`config.mk`:
```
export PLATFORM = sky130hd
export DESIGN_NAME = mem_wb_stage
export DESIGN_NICKNAME = d
export VERILOG_FILES = /design/src/rtl/mem_wb_stage.sv
export SDC_FILE = /design/constraint.sdc
export NUM_CORES = 1
export LEC_CHECK = 0
export ABC_AREA = 1
export ABC_CLOCK_PERIOD_IN_PS = 1200
export BUFFER_PORTS_ARGS = -buffer_cell sky130_fd_sc_hd__buf_2
export CORE_MARGIN = 2
export CORE_UTILIZATION = 25
export DETAILED_ROUTE_END_ITERATION = 10
export SLEW_MARGIN = 0
export SYNTH_ARGS = -nofsm -noshare
export SYNTH_HDL_FRONTEND = slang
export SYNTH_SLANG_ARGS = --single-unit
```
`constraint.sdc`:
```
create_clock -name clk -period 1.2 [get_ports clk]
set_input_delay 0 -clock clk [delete_from_list [all_inputs] [get_ports clk]]
set_output_delay 0 -clock clk [all_outputs]
set_load 0.01 [all_outputs]
```
`src/rtl/mem_wb_stage.sv`:
```
// rtl/mem_wb_stage.sv - memory-access stage with req/ack data bus and MEM/WB register
// Optional misaligned-access trap enabled by defining MEM_MISALIGN_CHK_EN.
module mem_wb_stage #(
    parameter int DW = 32,
    parameter int RW = 5
) (
    input  logic          clk,
    input  logic          clrn,
    input  logic          mwreg,
    input  logic          mm2reg,
    input  logic          mwmem,
    input  logic [DW-1:0] malu,
    input  logic [DW-1:0] mb,
    input  logic [RW-1:0] mrn,
    output logic          mem_stall,
    output logic          dmem_req,
    output logic          dmem_we,
    output logic [DW-1:0] dmem_addr,
    output logic [DW-1:0] dmem_wdata,
    input  logic [DW-1:0] dmem_rdata,
    input  logic          dmem_ack,
    output logic          wwreg,
    output logic          wm2reg,
    output logic [DW-1:0] wmo,
    output logic [DW-1:0] walu,
    output logic [RW-1:0] wrn
`ifdef MEM_MISALIGN_CHK_EN
    ,
    output logic          misalign
`endif
);

    typedef enum logic [1:0] {
        IDLE = 2'd0,
        REQ  = 2'd1,
        DONE = 2'd2
    } state_t;

    state_t        state, state_nxt;
    logic          mem_op;
    logic          bad_addr;
    logic          start;
    logic [DW-1:0] latch;

    assign mem_op = mm2reg | mwmem;

`ifdef MEM_MISALIGN_CHK_EN
    assign bad_addr = mem_op & (malu[1:0] != 2'b00);
`else
    assign bad_addr = 1'b0;
`endif

    // A faulting access never reaches the bus, so it must not stall either.
    assign start = (state == IDLE) & mem_op & ~bad_addr;

    always_ff @(posedge clk or negedge clrn) begin
        if (!clrn) begin
            state <= IDLE;
        end else begin
            state <= state_nxt;
        end
    end

    always_comb begin
        state_nxt = state;
        mem_stall = 1'b0;
        case (state)
            IDLE: begin
                mem_stall = start;
                if (start) begin
                    state_nxt = REQ;
                end
            end
            REQ: begin
                mem_stall = 1'b1;
                if (dmem_ack) begin
                    state_nxt = DONE;
                end
            end
            DONE:    state_nxt = IDLE;
            default: state_nxt = IDLE;
        endcase
    end

    always_ff @(posedge clk or negedge clrn) begin
        if (!clrn) begin
            dmem_req   <= 1'b0;
            dmem_we    <= 1'b0;
            dmem_addr  <= '0;
            dmem_wdata <= '0;
            latch      <= '0;
            wwreg      <= 1'b0;
            wm2reg     <= 1'b0;
            wmo        <= '0;
            walu       <= '0;
            wrn        <= '0;
        end else begin
            case (state)
                IDLE: begin
                    if (start) begin
                        dmem_req   <= 1'b1;
                        dmem_we    <= mwmem;
                        dmem_addr  <= malu;
                        dmem_wdata <= mb;
                        wwreg      <= 1'b0;
                        wm2reg     <= 1'b0;
                    end else if (mem_op) begin
                        wwreg  <= 1'b0;
                        wm2reg <= 1'b0;
                    end else begin
                        wwreg  <= mwreg;
                        wm2reg <= 1'b0;
                        walu   <= malu;
                        wrn    <= mrn;
                        wmo    <= '0;
                    end
                end
                REQ: begin
                    wwreg  <= 1'b0;
                    wm2reg <= 1'b0;
                    if (dmem_ack) begin
                        dmem_req <= 1'b0;
                        dmem_we  <= 1'b0;
                        if (!dmem_we) begin
                            latch <= dmem_rdata;
                        end
                    end
                end
                DONE: begin
                    // EX/MEM was held through the stall, so the op's fields are still present.
                    wwreg  <= mwreg & ~mwmem;
                    wm2reg <= mm2reg & ~mwmem;
                    walu   <= malu;
                    wmo    <= latch;
                    wrn    <= mrn;
                end
                default: begin
                    wwreg  <= 1'b0;
                    wm2reg <= 1'b0;
                end
            endcase
        end
    end

`ifdef MEM_MISALIGN_CHK_EN
    always_ff @(posedge clk or negedge clrn) begin
        if (!clrn) begin
            misalign <= 1'b0;
        end else begin
            misalign <= (state == IDLE) & bad_addr;
        end
    end
`endif

endmodule

```
==> results of run 1 <==
==> placed cells by master, fill, tap and decap left out, drive strengths merged <==
cell type	n
buf	288
bufbuf	2
bufinv	1
clkbuf	26
clkinv	2
clkinvlp	5
dfrtp	171
dlygate4sd3	106
inv	14
nand2	341
nand3	170
nor2	4
nor3	1
o21ai	1
==> final cells by class <==
| cell class | instances | area share |
|---|---|---|
| repair buffers | 404 | 0.294 |
| inverters | 8 | 0.00296 |
| flip-flops and latches | 171 | 0.390 |
| clock inverters | 14 | 0.0124 |
| multi-input cells | 517 | 0.223 |
| well taps | 341 | 0.0389 |
| clock buffers | 18 | 0.0391 |
==> power groups by stage <==
stage	Clock (W)	Sequential [W]	Combinational, W
after CTS	0.00563	0.00961	0.0108
final	0.00550	0.00962	0.0122
after global placement	0	0.00962	0.00898
after global routing	0.00586	0.00992	0.0134
after floorplan	0	0.0105	0.00418
after detailed placement	0	0.00969	0.00909
==> path summary, 6_finish.rpt <==
| kind | startpoint | end | slack, ns |
|---|---|---|---|
| setup reg to reg | state[0] | wmo[15] | -0.15 |
| max in group asynchronous | clrn | latch[7] | 0.58 |
| min in group asynchronous | clrn | dmem_addr[18] | 0.03 |
| hold / removal | mm2reg | wwreg | -0.05 |
| setup / recovery | mwmem | walu[4] | -0.17 |
| hold reg to reg | dmem_addr[18] | dmem_addr[18] | 0.47 |
==> metal layers <==
metal  GRT usage  wire length (um)  vias to the layer above  share of wire
met1       0.207             10800                     3194           0.43
met2       0.280             12600                      221           0.50
met3      0.0381              1310                       25          0.052
met5           0                 0                        -              0
li1            -                 -                     3154              -
met4      0.0499               396                        0          0.016
==> repair_timing <==
item                                    CTS  global route
cloned                                    7             9
endpoints found under the hold margin   310             1
pin swaps                                 2            45
endpoints found under the setup margin  113           170
resized for setup                        24            53
setup buffers                             9             3
==> worst max-delay path, cell delays in order <==
cell and delay [ns]:
buf_2 0.10, dlygate4sd3_1 0.62, nor2_1 0.36, nand2_8 0.16
clkbuf_16 0.24, nand3_1 0.11, nand2_1 0.07
==> cell families (layout without fill, tap and decap cells) <==
logic type,count (synthesis),count (layout),share of synthesized area
and+or+nand+nor,516,516,0.321
buffers and inverters,58,444,0.0445
DFF,171,171,0.634
AOI/OAI and AO/OA,1,1,0.000741
==> per-stage QoR <==
| stage | hold WS [ns] | setup WS (ns) |
|---|---|---|
| 2_1_floorplan | -0.296 | 0.0303 |
| 5_1_grt | -0.0268 | -0.240 |
| 3_5_place_dp | -0.0688 | -0.0528 |
| 3_3_place_gp | -0.0640 | -0.0251 |
| 4_1_cts | -0.0685 | -0.168 |
| 6_report | -0.0487 | -0.166 |
==> state kept, by name, summed over array words and instances (netlist names) <==
register / count
wm2reg: 1
wwreg: 1
walu: 32
dmem_addr: 32
dmem_req: 1
latch: 32
wmo: 32
dmem_we: 1
wrn: 5
state: 2
dmem_wdata: 32
==> impl_metrics.json, run 1 <==
{
  "whs_ns": -0.0487,
  "finalHoldViolCount": 1,
  "grt-ovfl-total": 0,
  "power.density_mw_per_mm2": 2490,
  "vias_per_cell": 4.48,
  "ant_nets": 0,
  "min_period_over_period": 1.14,
  "drc": 0,
  "leakagePower_nw": 5.92,
  "fin_crit_ns": 1.37,
  "synth_flop_cell": "dfrtp_1",
  "synth_most_common_cell": "nand2_1",
  "yosysWarningCount": 0,
  "clockPowerShare": 0.201,
  "worstPathMaxFanout": 22,
  "multiInputGateArea_mm2": 0.00244,
  "grt_pass1_wl_mm": 36.2,
  "fp.coreArea_mm2": 0.0267,
  "cts_buffers": 17,
  "die-area_mm2": 0.0283,
  "synth_edf_count": 0,
  "rsz0062_at_grt": "yes",
  "setup_viol": 138,
  "final_cell_area_mm2": 0.0110,
  "fillers": 2634,
  "max-vdd-ir-drop_mv": 0.996,
  "synth_top_area_frac": 0.634,
  "hold_buffers": 106,
  "hpwl_mm": 13.4,
  "critPathRequiredTime_ns": 1.51,
  "cts_tree": "done",
  "total_power_w": 0.0273,
  "seqCellArea_mm2": 0.00428,
  "grt_pass1_vias": 6515,
  "areaGrowthSynthToFinish_pct": 62.7,
  "tns_ns": -13.80,
  "vias": 6594,
  "syn-instance-count": 746,
  "antenna_found_initial": 0,
  "clk_pin_slew_worst_paths_ns": 0.07,
  "drv_slew": 0,
  "status": "complete, but fails checks",
  "async_reset_ff_frac": 1.00,
  "ys_seq_area_frac": 0.634,
  "placed_cells": 1307,
  "die_x_um": 168,
  "p_comb_frac": 0.447,
  "dr.first_iter.drc_count": 408,
  "synth.avg_cell_area_um2": 9.05,
  "grt_max_degree": 65,
  "worst_pin_slew_ns": 0.405,
  "routed_wirelength_mm": 25.0,
  "die_y_um": 168,
  "cts_max_path_buffers": 2,
  "critPathArrivalTime_ns": 1.68,
  "clock.fmax_mhz": 732,
  "finalClockSkew_ns": 0.0126,
  "rows": 60,
  "path_class": "in -> reg",
  "hp-class": "in -> reg",
  "end_kind": "flip-flop",
  "synth-seq-cells": 171,
  "yosys.area.top_type": "dfrtp_1",
  "stdcell_count": 1473,
  "wl_per_cell_um": 17.0,
  "drt_pre_antenna_iters": 5,
  "whs_path_depth": 4,
  "drive_above_1_share": 0.336,
  "violations": "hold timing, setup timing",
  "synthDistinctLibCells": 14,
  "setup_ws_ns": -0.166,
  "place_area_mm2": 0.00850,
  "nNetsFinal": 1226,
  "port_buffers": 244,
  "ios": 245,
  "r2r_cells": 7,
  "initial_core_util": 0.253,
  "diodes": 0,
  "power.internal_w": 0.0167,
  "clock-sinks": 171,
  "worst_setup_path_start_kind": "primary input",
  "cts-root-buf": "clkbuf_16",
  "final_util": 0.411,
  "swShare": 0.391,
  "switching_power_w": 0.0107,
  "gp_congestion": 0.748,
  "synth_area_leaders": "dfrtp_1, nand2_1, nand3_1",
  "seqPwrFrac": 0.352,
  "syn_nets": 853,
  "h-tree-depth": 4,
  "synth_area_mm2": 0.00675,
  "clock_latency_ns": 0.42,
  "grt_use_total": 0.164,
  "drv_cap": 0,
  "synth_commonest_cells": "nand2_1, dfrtp_1, nand3_1",
  "worst_slew_margin_rel": 0.730
}
Power figures use the tool's default switching activity.
==> inputs of run 2 (changes only) <==
ABC_AREA = unset   (was 1)
==> run 2 against run 1 <==
Net effect:
- the run ends with setup timing left
- count of clock-buffer cells in the layout increased by 1
- non-clock buffer count decreased by 6
- register-to-register slack got worse by 0.15 ns
- first-iteration DRC count decreased by 54%
- synthesized cell count decreased by 49%
- synthesized area decreased by 4.0%
- critical path depth decreased by 2
- via count decreased by 28%
- worst setup slack got worse by 0.13 ns
- final cell count decreased by 24%
- critical endpoint is now dmem_wdata[30]
==> impl_metrics.json, run 2 <==
{
  "synthSimpleGateAreaFrac": 0.0118,
  "routed_wirelength_mm": 19.1,
  "clock_latency_ns": 0.42,
  "synth_fa_ha_area_frac": 0,
  "power.density_mw_per_mm2": 2420,
  "synth-seq-cells": 171,
  "synthDistinctLibCells": 25,
  "cts_max_path_buffers": 2,
  "synth_xor_area_frac": 0,
  "seqCellArea_mm2": 0.00428,
  "violations": "setup timing",
  "die_y_um": 165,
  "cts_buffers": 17,
  "antenna_found_initial": 1,
  "ios": 245,
  "hp-class": "in -> reg",
  "drc": 0,
  "timing.rr.start": "state[1]",
  "cts_tree": "done",
  "setup_ws_ns": -0.301,
  "met2_usage": 0.214,
  "synth_most_common_cell": "dfrtp_1",
  "ys_seq_area_frac": 0.660,
  "r2r-end": "dmem_wdata[30]",
  "synth_area_mm2": 0.00648,
  "synth_top_area_frac": 0.660,
  "fp.coreArea_mm2": 0.0253,
  "finalClockSkew_ns": 0.00688,
  "max-vdd-ir-drop_mv": 1.14,
  "initial_core_util": 0.256,
  "cts-root-buf": "clkbuf_16",
  "syn-instance-count": 382,
  "dr.first_iter.drc_count": 188,
  "critPathRequiredTime_ns": 1.51,
  "clock-sinks": 171,
  "ant_nets": 0,
  "synth_top_family_by_area": "multiplexers",
  "multiInputGateArea_mm2": 0.00236,
  "yosys-mux-area-fraction": 0.249,
  "worst_pin_slew_ns": 0.432,
  "status": "complete, but fails checks",
  "synth_edf_count": 0,
  "fillers": 2311,
  "hpwl_mm": 11.1,
  "path_class": "reg -> reg",
  "reg2reg_slack_ns": -0.30,
  "critPathArrivalTime_ns": 1.81,
  "rsz0062_at_grt": "yes",
  "die_x_um": 165,
  "h-tree-depth": 4,
  "rows": 58,
  "gp_congestion": 0.706,
  "wl_per_cell_um": 17.0,
  "grt_pass1_vias": 5123,
  "areaGrowthSynthToFinish_pct": 65.6,
  "grt_max_degree": 40,
  "r2r_cells": 5,
  "synth.avg_cell_area_um2": 17.0,
  "worst_slew_margin_rel": 0.712,
  "whs_path_depth": 5,
  "die-area_mm2": 0.0272,
  "vias": 4748,
  "min_period_over_period": 1.25,
  "met1_usage": 0.157,
  "grt.busiest_layer": "met2",
  "final_util": 0.424,
  "port_buffers": 244,
  "synth_commonest_cells": "dfrtp_1, mux2_2, a22o_1",
  "layout_common_cells": "buf_2, dfrtp_1, mux2_4",
  "worst_setup_path_start_kind": "flip-flop",
  "yosys.area.top_type": "dfrtp_1",
  "grt_pass1_wl_mm": 27.1,
  "synth_compound_area_frac": 0.0523,
  "holdPathEnd": "wwreg",
  "clock.fmax_mhz": 666,
  "syn_nets": 489,
  "synth_flop_cell": "dfrtp_1",
  "yosysWarningCount": 0,
  "worstHoldStart": "mwmem",
  "total_power_w": 0.0259,
  "nNetsFinal": 885,
  "met3_usage": 0.0434,
  "vias_per_cell": 4.23,
  "final_common_cell": "buf_2",
  "end_kind": "flip-flop",
  "fin_crit_ns": 1.50,
  "leakagePower_nw": 5.25,
  "async_reset_ff_frac": 1.00,
  "synth_area_leaders": "dfrtp_1, mux2_2, mux2_4",
  "drive_above_1_share": 0.589,
  "drv_slew": 0,
  "drv_cap": 0,
  "grt-ovfl-total": 0,
  "worstPathMaxFanout": 8,
  "drt_pre_antenna_iters": 5,
  "clk_pin_slew_worst_paths_ns": 0.07,
  "setup_viol": 166,
  "finalHoldViolCount": 0,
  "grt_use_total": 0.129
}
==> run 2: where the power goes <==
| group | switching (W) | internal, W | leakage (nW) | total, W |
|---|---|---|---|---|
| logic | 0.00426 | 0.00624 | 2.92 | 0.0105 |
| registers | 0.00150 | 0.00851 | 2.05 | 0.0100 |
| clock network | 0.00257 | 0.00287 | 0.281 | 0.00544 |
==> run 2: area by class of cell <==
cell class                 instances  area share
antenna                            1    0.000233
clock buffer                      19      0.0422
clock inverter                    13      0.0115
inverter                           4     0.00140
multi-input combinational        186       0.220
sequential                       171       0.399
tap                              330      0.0385
timing repair buffer             398       0.287
==> run 2: what timing repair did <==
action / CTS / global route
cloned: 2 / 13
setup buffers: 3 / 4
endpoints found under the setup margin: 166 / 166
resized for setup: 14 / 77
pin swaps: 0 / 27
hold buffers: 106 / 0
endpoints found under the hold margin: 309 / 0
==> run 2: cell families (layout without fill, tap and decap cells) <==
family / count (synthesis) / in the layout
flip-flops: 171 / 171
multiplexers: 133 / 133
other: 0 / 1
AND/OR/NAND/NOR: 12 / 12
AO/OA/AOI/OAI: 41 / 41
buffers and inverters: 25 / 434
==> run 2: stage by stage <==
| stage | TNS [ns] | std cells | worst slack, ns | instance area (um2) | hold WS, ns |
|---|---|---|---|---|---|
| detailed placement | -40.10 | 962 | -0.323 | 8340 | -0.0392 |
| global placement | -38.44 | 962 | -0.303 | 8340 | -0.0454 |
| floorplan | -29.62 | 382 | -0.250 | 6590 | -0.296 |
| finish | -39.64 | 1122 | -0.301 | 10700 | 0.0423 |
| global route | -47.49 | 1121 | -0.348 | 10700 | 0.0402 |
| CTS | -41.16 | 1105 | -0.311 | 10100 | 0.00548 |
==> run 2: worst max-delay path: stages (launching register included) <==
cell       delay [ns]
dfrtp_1          0.40
o21bai_4         0.19
nor2_4           0.13
buf_12           0.15
clkbuf_16        0.18
mux2_2           0.33
==> run 2: worst max path at each step <==
stage,startpoint,to,cells after the start
floorplan,state[1],dmem_addr[19],4
global route,state[1],dmem_wdata[9],5
finish,state[1],dmem_wdata[30],5
global placement,state[0],dmem_wdata[23],4
detailed placement,state[1],dmem_addr[26],4
CTS,state[1],dmem_wdata[20],5
==> run 2: per-layer routing <==
layer  share of wire  wire [um]
met5               0          0
met1            0.43       8190
met4           0.015        280
met3           0.069       1320
met2            0.49       9340
